File: src/rtl/fpa_add_seq_pkg.sv
// Shared types and constants for the sequential multi-word adder.
//   state_t : sequencer FSM states
//   OP_ADD / OP_SUB : encodings of the op input
package fpa_add_seq_pkg;

  typedef enum logic [1:0] {
    IDLE = 2'd0,
    RUN  = 2'd1,
    DONE = 2'd2
  } state_t;

  localparam logic OP_ADD = 1'b0;
  localparam logic OP_SUB = 1'b1;

endpackage

File: src/rtl/word_adder.sv
// Combinational W-bit ripple full-adder chain (one slice of the sequencer).
//   a, b      : W-bit addends
//   carry_in  : carry into bit 0
//   sum       : W-bit sum
//   carry_out : carry out of bit W-1
module word_adder #(
  parameter int unsigned W = 32
) (
  input  logic [W-1:0] a,
  input  logic [W-1:0] b,
  input  logic         carry_in,
  output logic [W-1:0] sum,
  output logic         carry_out
);

  logic [W:0] c;

  // Ripple the carry bit by bit
  always_comb begin
    c    = '0;
    sum  = '0;
    c[0] = carry_in;
    for (int i = 0; i < int'(W); i++) begin
      sum[i]   = a[i] ^ b[i] ^ c[i];
      c[i + 1] = (a[i] & b[i]) | (c[i] & (a[i] ^ b[i]));
    end
  end

  assign carry_out = c[W];

endmodule

File: src/rtl/multi_word_add_sequencer.sv
// Sequential multi-precision adder/subtractor: one W-bit slice processes
// WORDS words LSW-first, with the slice carry registered between words.
//   clk, rst_n            : clock, async active-low reset
//   in_valid / in_ready   : operand handshake (a, b, op, carry_in)
//   out_valid / out_ready : result handshake (sum, carry_out, overflow)
//   op                    : 0 = a+b+carry_in, 1 = a-b
module multi_word_add_sequencer
  import fpa_add_seq_pkg::*;
#(
  parameter int unsigned W     = 32,
  parameter int unsigned WORDS = 4
) (
  input  logic               clk,
  input  logic               rst_n,
  input  logic               in_valid,
  output logic               in_ready,
  input  logic [W*WORDS-1:0] a,
  input  logic [W*WORDS-1:0] b,
  input  logic               carry_in,
  input  logic               op,
  output logic               out_valid,
  input  logic               out_ready,
  output logic [W*WORDS-1:0] sum,
  output logic               carry_out,
  output logic               overflow
);

  localparam int unsigned   IW       = $clog2(WORDS);
  localparam logic [IW-1:0] LAST_IDX = IW'(WORDS - 1);

  state_t                   state;
  state_t                   state_nxt;
  logic [IW-1:0]            idx;
  logic [WORDS-1:0][W-1:0]  a_q;
  logic [WORDS-1:0][W-1:0]  b_q;
  logic [WORDS-1:0][W-1:0]  sum_q;
  logic                     carry_reg;
  logic                     carry_out_q;
  logic                     overflow_q;

  logic                     accept_c;
  logic                     last_c;
  logic [W-1:0]             slice_a_c;
  logic [W-1:0]             slice_b_c;
  logic [W-1:0]             slice_sum_c;
  logic                     slice_carry_c;
  logic                     ovf_c;

  assign accept_c  = (state == IDLE) && in_valid;
  assign last_c    = (idx == LAST_IDX);

  // Operand word select feeding the single slice
  assign slice_a_c = a_q[idx];
  assign slice_b_c = b_q[idx];

  word_adder #(.W(W)) u_word_adder (
    .a         (slice_a_c),
    .b         (slice_b_c),
    .carry_in  (carry_reg),
    .sum       (slice_sum_c),
    .carry_out (slice_carry_c)
  );

  // Signed overflow from the top word; b_q already holds ~b for subtract
  assign ovf_c = (a_q[WORDS-1][W-1] == b_q[WORDS-1][W-1]) &&
                 (slice_sum_c[W-1] != a_q[WORDS-1][W-1]);

  // State register
  always_ff @(posedge clk or negedge rst_n) begin
    if (!rst_n) state <= IDLE;
    else        state <= state_nxt;
  end

  // Next-state decode
  always_comb begin
    state_nxt = state;
    case (state)
      IDLE:    if (in_valid)  state_nxt = RUN;
      RUN:     if (last_c)    state_nxt = DONE;
      DONE:    if (out_ready) state_nxt = IDLE;
      default:                state_nxt = IDLE;
    endcase
  end

  // Operand latch, per-word result write and carry chaining
  always_ff @(posedge clk or negedge rst_n) begin
    if (!rst_n) begin
      a_q         <= '0;
      b_q         <= '0;
      sum_q       <= '0;
      carry_reg   <= 1'b0;
      idx         <= '0;
      carry_out_q <= 1'b0;
      overflow_q  <= 1'b0;
    end else if (accept_c) begin
      a_q       <= a;
      b_q       <= (op == OP_SUB) ? ~b : b;
      carry_reg <= (op == OP_ADD) ? carry_in : 1'b1;
      idx       <= '0;
    end else if (state == RUN) begin
      sum_q[idx] <= slice_sum_c;
      carry_reg  <= slice_carry_c;
      if (last_c) begin
        // Flags get their own registers so they hold until the next result
        carry_out_q <= slice_carry_c;
        overflow_q  <= ovf_c;
      end else begin
        idx <= idx + IW'(1);
      end
    end
  end

  // Handshake flags are state decodes; in_ready is masked by reset
  assign in_ready  = rst_n && (state == IDLE);
  assign out_valid = (state == DONE);
  assign sum       = sum_q;
  assign carry_out = carry_out_q;
  assign overflow  = overflow_q;

endmodule

File: config.mk
export PLATFORM = sky130hd
export DESIGN_NAME = multi_word_add_sequencer
export DESIGN_NICKNAME = d
export VERILOG_FILES = /design/src/rtl/fpa_add_seq_pkg.sv /design/src/rtl/word_adder.sv /design/src/rtl/multi_word_add_sequencer.sv
export SDC_FILE = /design/constraint.sdc
export NUM_CORES = 1
export LEC_CHECK = 0
export BUFFER_PORTS_ARGS = -buffer_cell sky130_fd_sc_hd__buf_4
export CAP_MARGIN = 20
export CELL_PAD_IN_SITES_DETAIL_PLACEMENT = 1
export CELL_PAD_IN_SITES_GLOBAL_PLACEMENT = 1
export CORE_ASPECT_RATIO = 1.1
export CORE_UTILIZATION = 43
export DETAILED_ROUTE_END_ITERATION = 10
export PLACE_DENSITY_LB_ADDON = 0.2
export SETUP_SLACK_MARGIN = 0.5
export SYNTH_ARGS = -nofsm -noshare
export SYNTH_HDL_FRONTEND = slang
export SYNTH_HIERARCHICAL = 1
export SYNTH_SLANG_ARGS = --single-unit
File: constraint.sdc
create_clock -name clk -period 16.34 [get_ports clk]
set_clock_uncertainty 0.05 [all_clocks]
set_input_delay 0.817 -clock clk [delete_from_list [all_inputs] [get_ports clk]]
set_output_delay 0.817 -clock clk [all_outputs]
set_load 0.02 [all_outputs]
# After elaboration in Yosys (flattened, before gate mapping)
# Index checks and enable logic that the tools add are counted.
[totals] register_bits=391 out_inout_bits=132 elab_cells=219
[classes] n_addsub=1 order_cmp=2 eq_ne=9 muxes=18 bitwise=162 reduce_logical=10
[op_table] operator="$bmux W32 S2" n=2
[op_table] operator="$bwmux W128" n=1
[op_table] operator="$mux W128" n=1
[op_table] operator="$not A128 Y128" n=1
[op_table] operator="$mux W32" n=3
[op_table] operator="$and A1 B1 Y1" n=64
[op_table] operator="$demux W32 S2" n=1
[op_table] operator="$xor A1 B1 Y1" n=64
[op_table] operator="$or A1 B1 Y1" n=32
[op_table] operator="$mux W2" n=6
[op_table] operator="$ne A2 B2 Y1 const B" n=3
[op_table] operator="$pmux W2 S3" n=1
[op_table] operator="$reduce_and A3 Y1" n=2
[op_table] operator="$eq A2 B2 Y1 const B" n=2
[op_table] operator="$logic_and A1 B1 Y1" n=4
[op_table] operator="$reduce_and A2 Y1" n=2
[op_table] operator="$lt A2 B3 Y1 const B" n=1
[op_table] operator="$mux W1" n=3
[op_table] operator="$add A2 B1 Y2 const B" n=1
[op_table] operator="$eq A2 B1 Y1 const B" n=1
[op_table] operator="$ge A2 B1 Y1 const B" n=1
[op_table] operator="$logic_not A2 Y1" n=1
[op_table] operator="$ne A2 B1 Y1 const B" n=1
[op_table] operator="$reduce_bool A2 Y1" n=1
[op_table] operator="3 further kinds" n=3

# Depth between registers and ports, before layout
[depth] ltp_word=69 ltp_mapped=42 ltp_nobuf=40

# By module
# The synthesis kept the hierarchy.
[modules_own_cells] mod="multi_word_add_sequencer" n_inst=1 cells_each=1485 area_each_um2=17207.8 seq_area_each_um2=9784.4
[modules_own_cells] mod="word_adder" n_inst=1 cells_each=42 area_each_um2=678.2 seq_area_each_um2=0.0

# Worst setup path after synthesis
# Ideal clock, no wire load.
[synth_timing] kind="register -> register" from="reg idx[0]" to="reg overflow_q, in the netlist overflow" setup_time_ns=0.129 arrival_ns=14.024 t_required_ns=16.161 slack_ns=2.137 stages_incl_launch_ff=43 n_path_buf=2 synth_period_minus_slack_ns=14.203 cell_sequence="dfrtp_1 buf_2 buf_2 mux4_2 fa_1 fa_1 fa_1 fa_1 fa_1 fa_1 fa_1 fa_1 fa_1 fa_1 fa_1 fa_1 fa_1 fa_1 (+7 left out) fa_1 fa_1 fa_1 fa_1 fa_1 fa_1 fa_1 fa_1 fa_1 fa_1 fa_1 fa_1 inv_1 fa_1 inv_1 and3b_1 a21oi_1 o21ai_0"
[synth_via] elab_chain_cells=68 elab_cells_between_ends=134 classes_between="eq/ne: 2; mux: 4; bitwise: 126; reduce/logical: 2"
[synth_rtl] element="start, declared" line_no="multi_word_add_sequencer.sv:33" rtl="logic [IW-1:0] idx;"
[synth_rtl] element="start signal, assigned" line_no="multi_word_add_sequencer.sv:108" rtl="idx <= idx + IW'(1);"
[synth_rtl] element="$bmux W32 S2 *" line_no="multi_word_add_sequencer.sv:54" rtl="assign slice_b_c = b_q[idx];"
[synth_rtl] element="$mux W32 (not written as such) *" line_no="multi_word_add_sequencer.sv:54"
[synth_rtl] element="named net slice_b_c[0]" line_no="multi_word_add_sequencer.sv:44" rtl="logic [W-1:0] slice_b_c;"
[synth_rtl] element="$xor A1 B1 Y1" line_no="word_adder.sv:25" rtl="c[i + 1] = (a[i] & b[i]) | (c[i] & (a[i] ^ b[i]));"
[synth_rtl] element="$and A1 B1 Y1" line_no="word_adder.sv:25"
[synth_rtl] element="$or A1 B1 Y1 *" line_no="word_adder.sv:25"
[synth_rtl] element="$and A1 B1 Y1 *" line_no="word_adder.sv:25"
[synth_rtl] element="$or A1 B1 Y1 *" line_no="word_adder.sv:25"
[synth_rtl] element="(+54 left out)"
[synth_rtl] element="$and A1 B1 Y1 *" line_no="word_adder.sv:25"
[synth_rtl] element="$or A1 B1 Y1 *" line_no="word_adder.sv:25"
[synth_rtl] element="$and A1 B1 Y1 *" line_no="word_adder.sv:25"
[synth_rtl] element="$or A1 B1 Y1 *" line_no="word_adder.sv:25"
[synth_rtl] element="$xor A1 B1 Y1 *" line_no="word_adder.sv:24" rtl="sum[i] = a[i] ^ b[i] ^ c[i];"
[synth_rtl] element="named net slice_sum_c[31]" line_no="multi_word_add_sequencer.sv:45" rtl="logic [W-1:0] slice_sum_c;"
[synth_rtl] element="$ne A1 B1 Y1 *" line_no="multi_word_add_sequencer.sv:66" rtl="(slice_sum_c[W-1] != a_q[WORDS-1][W-1]);"
[synth_rtl] element="$logic_and A1 B1 Y1 *" line_no="multi_word_add_sequencer.sv:65" rtl="assign ovf_c = (a_q[WORDS-1][W-1] == b_q[WORDS-1][W-1]) &&"
[synth_rtl] element="end signal, assigned" line_no="multi_word_add_sequencer.sv:106" rtl="overflow_q <= ovf_c;"
[synth_rtl] element="end, declared" line_no="multi_word_add_sequencer.sv:39" rtl="logic overflow_q;"
# Mark *: on every way through the listed nets, which the timed path passes. The rest lies on a longest branch. The select of a mux whose other input is x is not followed.
# A chain may end at the register's enable or synchronous reset.

# Worst setup path after layout
[layout_timing] from="reg idx[0]" to="reg overflow_q, in the netlist overflow"
[layout_via] elab_chain_cells=68 elab_cells_between_ends=134 classes_between="eq/ne: 2; mux: 4; bitwise: 126; reduce/logical: 2"
[layout_rtl] element="$bmux W32 S2 *" line_no="multi_word_add_sequencer.sv:53" rtl="assign slice_a_c = a_q[idx];"
[layout_rtl] element="$mux W32 (not written as such) *" line_no="multi_word_add_sequencer.sv:53"
[layout_rtl] element="named net slice_a_c[0]" line_no="multi_word_add_sequencer.sv:43" rtl="logic [W-1:0] slice_a_c;"
[layout_rtl] element="$xor A1 B1 Y1" line_no="word_adder.sv:25"
[layout_rtl] element="$and A1 B1 Y1" line_no="word_adder.sv:25"
[layout_rtl] element="$or A1 B1 Y1 *" line_no="word_adder.sv:25"
[layout_rtl] element="$and A1 B1 Y1 *" line_no="word_adder.sv:25"
[layout_rtl] element="$or A1 B1 Y1 *" line_no="word_adder.sv:25"
[layout_rtl] element="(+54 left out)"
[layout_rtl] element="$and A1 B1 Y1 *" line_no="word_adder.sv:25"
[layout_rtl] element="$or A1 B1 Y1 *" line_no="word_adder.sv:25"
[layout_rtl] element="$and A1 B1 Y1 *" line_no="word_adder.sv:25"
[layout_rtl] element="$or A1 B1 Y1 *" line_no="word_adder.sv:25"
[layout_rtl] element="$xor A1 B1 Y1 *" line_no="word_adder.sv:24"
[layout_rtl] element="named net slice_sum_c[31]" line_no="multi_word_add_sequencer.sv:45"
[layout_rtl] element="$ne A1 B1 Y1 *" line_no="multi_word_add_sequencer.sv:66"
[layout_rtl] element="$logic_and A1 B1 Y1 *" line_no="multi_word_add_sequencer.sv:65"
# Marks and branches as above.

==> impl_metrics.py <==
metrics = {
    "detailed_routing": {
        "first_iter_violations": 492,
        "vias": 12360,
        "wl_um": 49160,
        "drc_errors": 0,
        "routedWlPerCell_um": 19.78,
        "first_pass_iters": 6,
        "ant_nets": 0,
        "drt-vias-per-instance": 4.972,
    },
    "timing": {
        "finalSetupViolCount": 0,
        "fmax_mhz": 66.95,
        "slew_headroom_pct": 30.00,
        "timing.hold.ws_ns": 0.2411,
        "rsz0062_at_grt": "no",
        "worst_slew_pin_slew_ns": 1.050,
        "timing.final.crit_share_pct": 91.41,
        "fin_ws_ns": 1.403,
        "post-route-min-period_ns": 14.94,
        "slew_viol_final": 0,
        "setup_tns_ns": 0,
        "hold_violations": 0,
    },
    "global_route": {
        "globalRouteMet3Util_pct": 6.579,
        "grt_pass1_vias": 13820,
        "grt_max_degree": 217,
        "grt-ovfl-total": 0,
        "antenna_found_initial": 7,
        "grt_use_met1_pct": 29.57,
        "use_met2_pct": 40.25,
        "grt-busiest-layer": "met2",
        "grt_pass1_wl_um": 77710,
        "grt.total_usage_pct": 23.89,
    },
    "floorplan": {
        "dieHeight_um": 215.9,
        "io_pins": 394,
        "die_area_um2": 42420,
        "rows": 78,
        "fp.dieW_um": 196.5,
        "fp.coreArea_um2": 41090,
        "initial_core_util_pct": 43.53,
    },
    "final_layout": {
        "syn2layout_area_growth_pct": 26.58,
        "final_cell_count_no_fill": 2485,
        "final_layout_size_suffix_gt1_share_pct": 35.51,
        "nNetsFinal": 2181,
    },
    "yosys": {
        "syn_inst": 1527,
        "synth.avg_cell_area_um2": 11.71,
        "synthTopCellsByArea": "dfrtp_1 (55%), nand2_1 (11%), mux2_2 (8.1%), mux4_2 (8.1%), xnor2_1 (6.3%)",
        "synth_top_area_share_pct": 54.70,
        "synth-main-ff-cell": "dfrtp_1",
        "synth-edff-count": 0,
        "synth-warning-count": 6,
        "syn-cell-area_um2": 17890,
        "yosys.area.top_type": "dfrtp_1",
        "ys_top_cells_by_count": "nand2_1 (518), dfrtp_1 (391), mux2_2 (129), xnor2_1 (129), o21ai_1 (111)",
        "synth_nets": 1825,
        "ys_ff_latch": 391,
        "synth-async-reset-ratio_pct": 100.0,
        "yosysMostFrequentCell": "nand2_1",
        "synth_seq_area_share_pct": 54.70,
        "synth_cell_types": 24,
    },
    "setup_path": {
        "worstSetupStartpoint": "idx[0]",
        "cp.required_ns": 16.70,
        "rr_startpoint": "idx[0]",
        "cp-start-kind": "register",
        "crit_fanout": 7,
        "endpoint_kind": "register",
        "crit_family": "adder cells",
        "slowest_stage": "mux4_2",
        "crit_arrival_ns": 15.29,
        "slowest_delay_ns": 0.55,
        "path_common_cell": "fa_1",
        "crit_type": "register to register",
        "crit_buf_inv": 4,
    },
    "cts": {
        "cts.reportedPaths.clkPinSlew_ns": 0.06,
        "clk_path_buf_depth": 3,
        "clock_latency_ns": 0.55,
        "cts_setup_buffers": 0,
        "cts_sinks": 391,
        "post_cts_resize_count": 0,
        "root_buffer": "clkbuf_16",
        "cts_hold_buffers": 0,
        "tritoncts": "built",
        "cts_buffers": 43,
        "htreeDepth": 2,
    },
    "power": {
        "p_clk_share_pct": 18.7,
        "ir_drop_mv": 0.1153,
        "p_comb_share_pct": 49.0,
        "power_frac_seq_pct": 32.3,
        "p_leak_nw": 10.79,
        "p_int_mw": 3.270,
        "p_sw_share_pct": 39.02,
        "p_sw_mw": 2.093,
        "p_per_area_nw_per_um2": 236.9,
    },
    "placement": {
        "post-place-ws_ns": 1.463,
        "gp_congestion": 0.8080,
        "dpl.hpwl_um": 34560,
        "dp.cells": 2395,
        "portBuffers": 393,
    },
    "status": {
        "status": "finished, final reports clean",
    },
    "job": {
        "maxCapViolCount": 0,
    },
    "hold_path": {
        "min_path_type": "primary input to asynchronous set/reset pin",
    },
}
## layout make-up
cell class | count | area, um2
Sequential cell | 391 | 9792
Clock inverter | 13 | 157.7
Fill cell | 4383 | 18450
Inverter | 13 | 48.80
Tap cell | 560 | 700.7
Timing Repair Buffer | 410 | 3154
Multi-Input combinational cell | 1024 | 7441
Clock buffer | 67 | 1328
Antenna cell | 7 | 17.52
## cells by family after synthesis
kind of cell / count (synthesis) / synth area share, %
adder cells (fa/ha/maj): 36 / 3.861
XOR/XNOR: 129 / 6.317
buffers and inverters: 112 / 3.785
AND/OR/NAND/NOR: 531 / 11.37
AO/OA/AOI/OAI: 135 / 3.778
multiplexers: 193 / 16.18
flip-flops: 391 / 54.70
## metal layers
| metal | routed length (um) | up-vias |
|---|---|---|
| met4 | 1371 | 2 |
| met5 | 11 | - |
| li1 | - | 5740 |
| met3 | 3496 | 76 |
| met2 | 24720 | 305 |
| met1 | 19560 | 6232 |
## metrics by stage
stage | power (mW) | utilization (%) | cell area (um2)
floorplan | 3.426 | - | 17890
global placement | 4.259 | 51.26 | 21060
detailed placement | 4.385 | 51.26 | 21060
CTS | 5.426 | 54.88 | 22550
global route | 5.735 | 55.09 | 22630
finish | 5.363 | 55.10 | 22640
## final timing paths
| path | to | slack, ns | depth (start not counted) |
|---|---|---|---|
| max | overflow | 1.40 | 40 |
| min | a_q[125] | 0.24 | 1 |
| max reg2reg | overflow | 1.40 | 40 |
| min reg2reg | a_q[29] | 0.42 | 2 |
| max in group asynchronous | b_q[47] | 14.08 | 5 |
| min in group clk | a_q[23] | 0.41 | 3 |
## worst register-to-register path: cells and delay by family (launching register included)
kind | cells | cell delay, ns
AOI/OAI and AO/OA | 2 | 0.18
and+or+nand+nor | 1 | 0.20
muxes | 1 | 0.56
DFF | 1 | 0.51
adders and majority gates | 32 | 12.87
buffers and inverters | 4 | 0.41
## power groups by stage
stage               Clock, mW  Sequential, mW  Combinational, mW
floorplan                   0            1.86               1.57
global placement            0            1.72               2.54
detailed placement          0            1.75               2.64
CTS                      1.03            1.74               2.66
global route             1.07            1.79               2.87
finish                   1.01            1.73               2.63
## placed cells by master, fill, tap and decap left out
cell type | Yosys | layout
inv_1 | 13 | 13
ha_1 | 4 | 4
fa_1 | 32 | 32
clkbuf_1 | 30 | 9
nand2_2 | 0 | 3
buf_16 | 0 | 2
or3b_4 | 0 | 1
nor3b_1 | 2 | 2
buf_6 | 28 | 1
o21ai_0 | 22 | 22
o21ai_1 | 111 | 111
buf_4 | 0 | 404
clkbuf_8 | 0 | 14
and2b_1 | 1 | 1
diode_2 | 0 | 7
bufinv_16 | 0 | 3
nor3b_4 | 0 | 1
nand2_1 | 518 | 515
xnor2_1 | 129 | 129
clkinvlp_4 | 0 | 1
inv_6 | 0 | 1
dfrtp_1 | 391 | 389
mux4_2 | 64 | 64
buf_8 | 0 | 1
clkinv_8 | 0 | 1
and3b_1 | 1 | 1
clkbuf_16 | 0 | 44
mux2_2 | 129 | 129
buf_12 | 0 | 2
a21oi_1 | 2 | 2
dfrtp_4 | 0 | 2
nand2b_1 | 2 | 2
nand3_1 | 2 | 2
nor2_1 | 2 | 2
clkinv_2 | 0 | 7
nand3b_1 | 1 | 1
No activity file was read; power rests on OpenSTA's default activity.
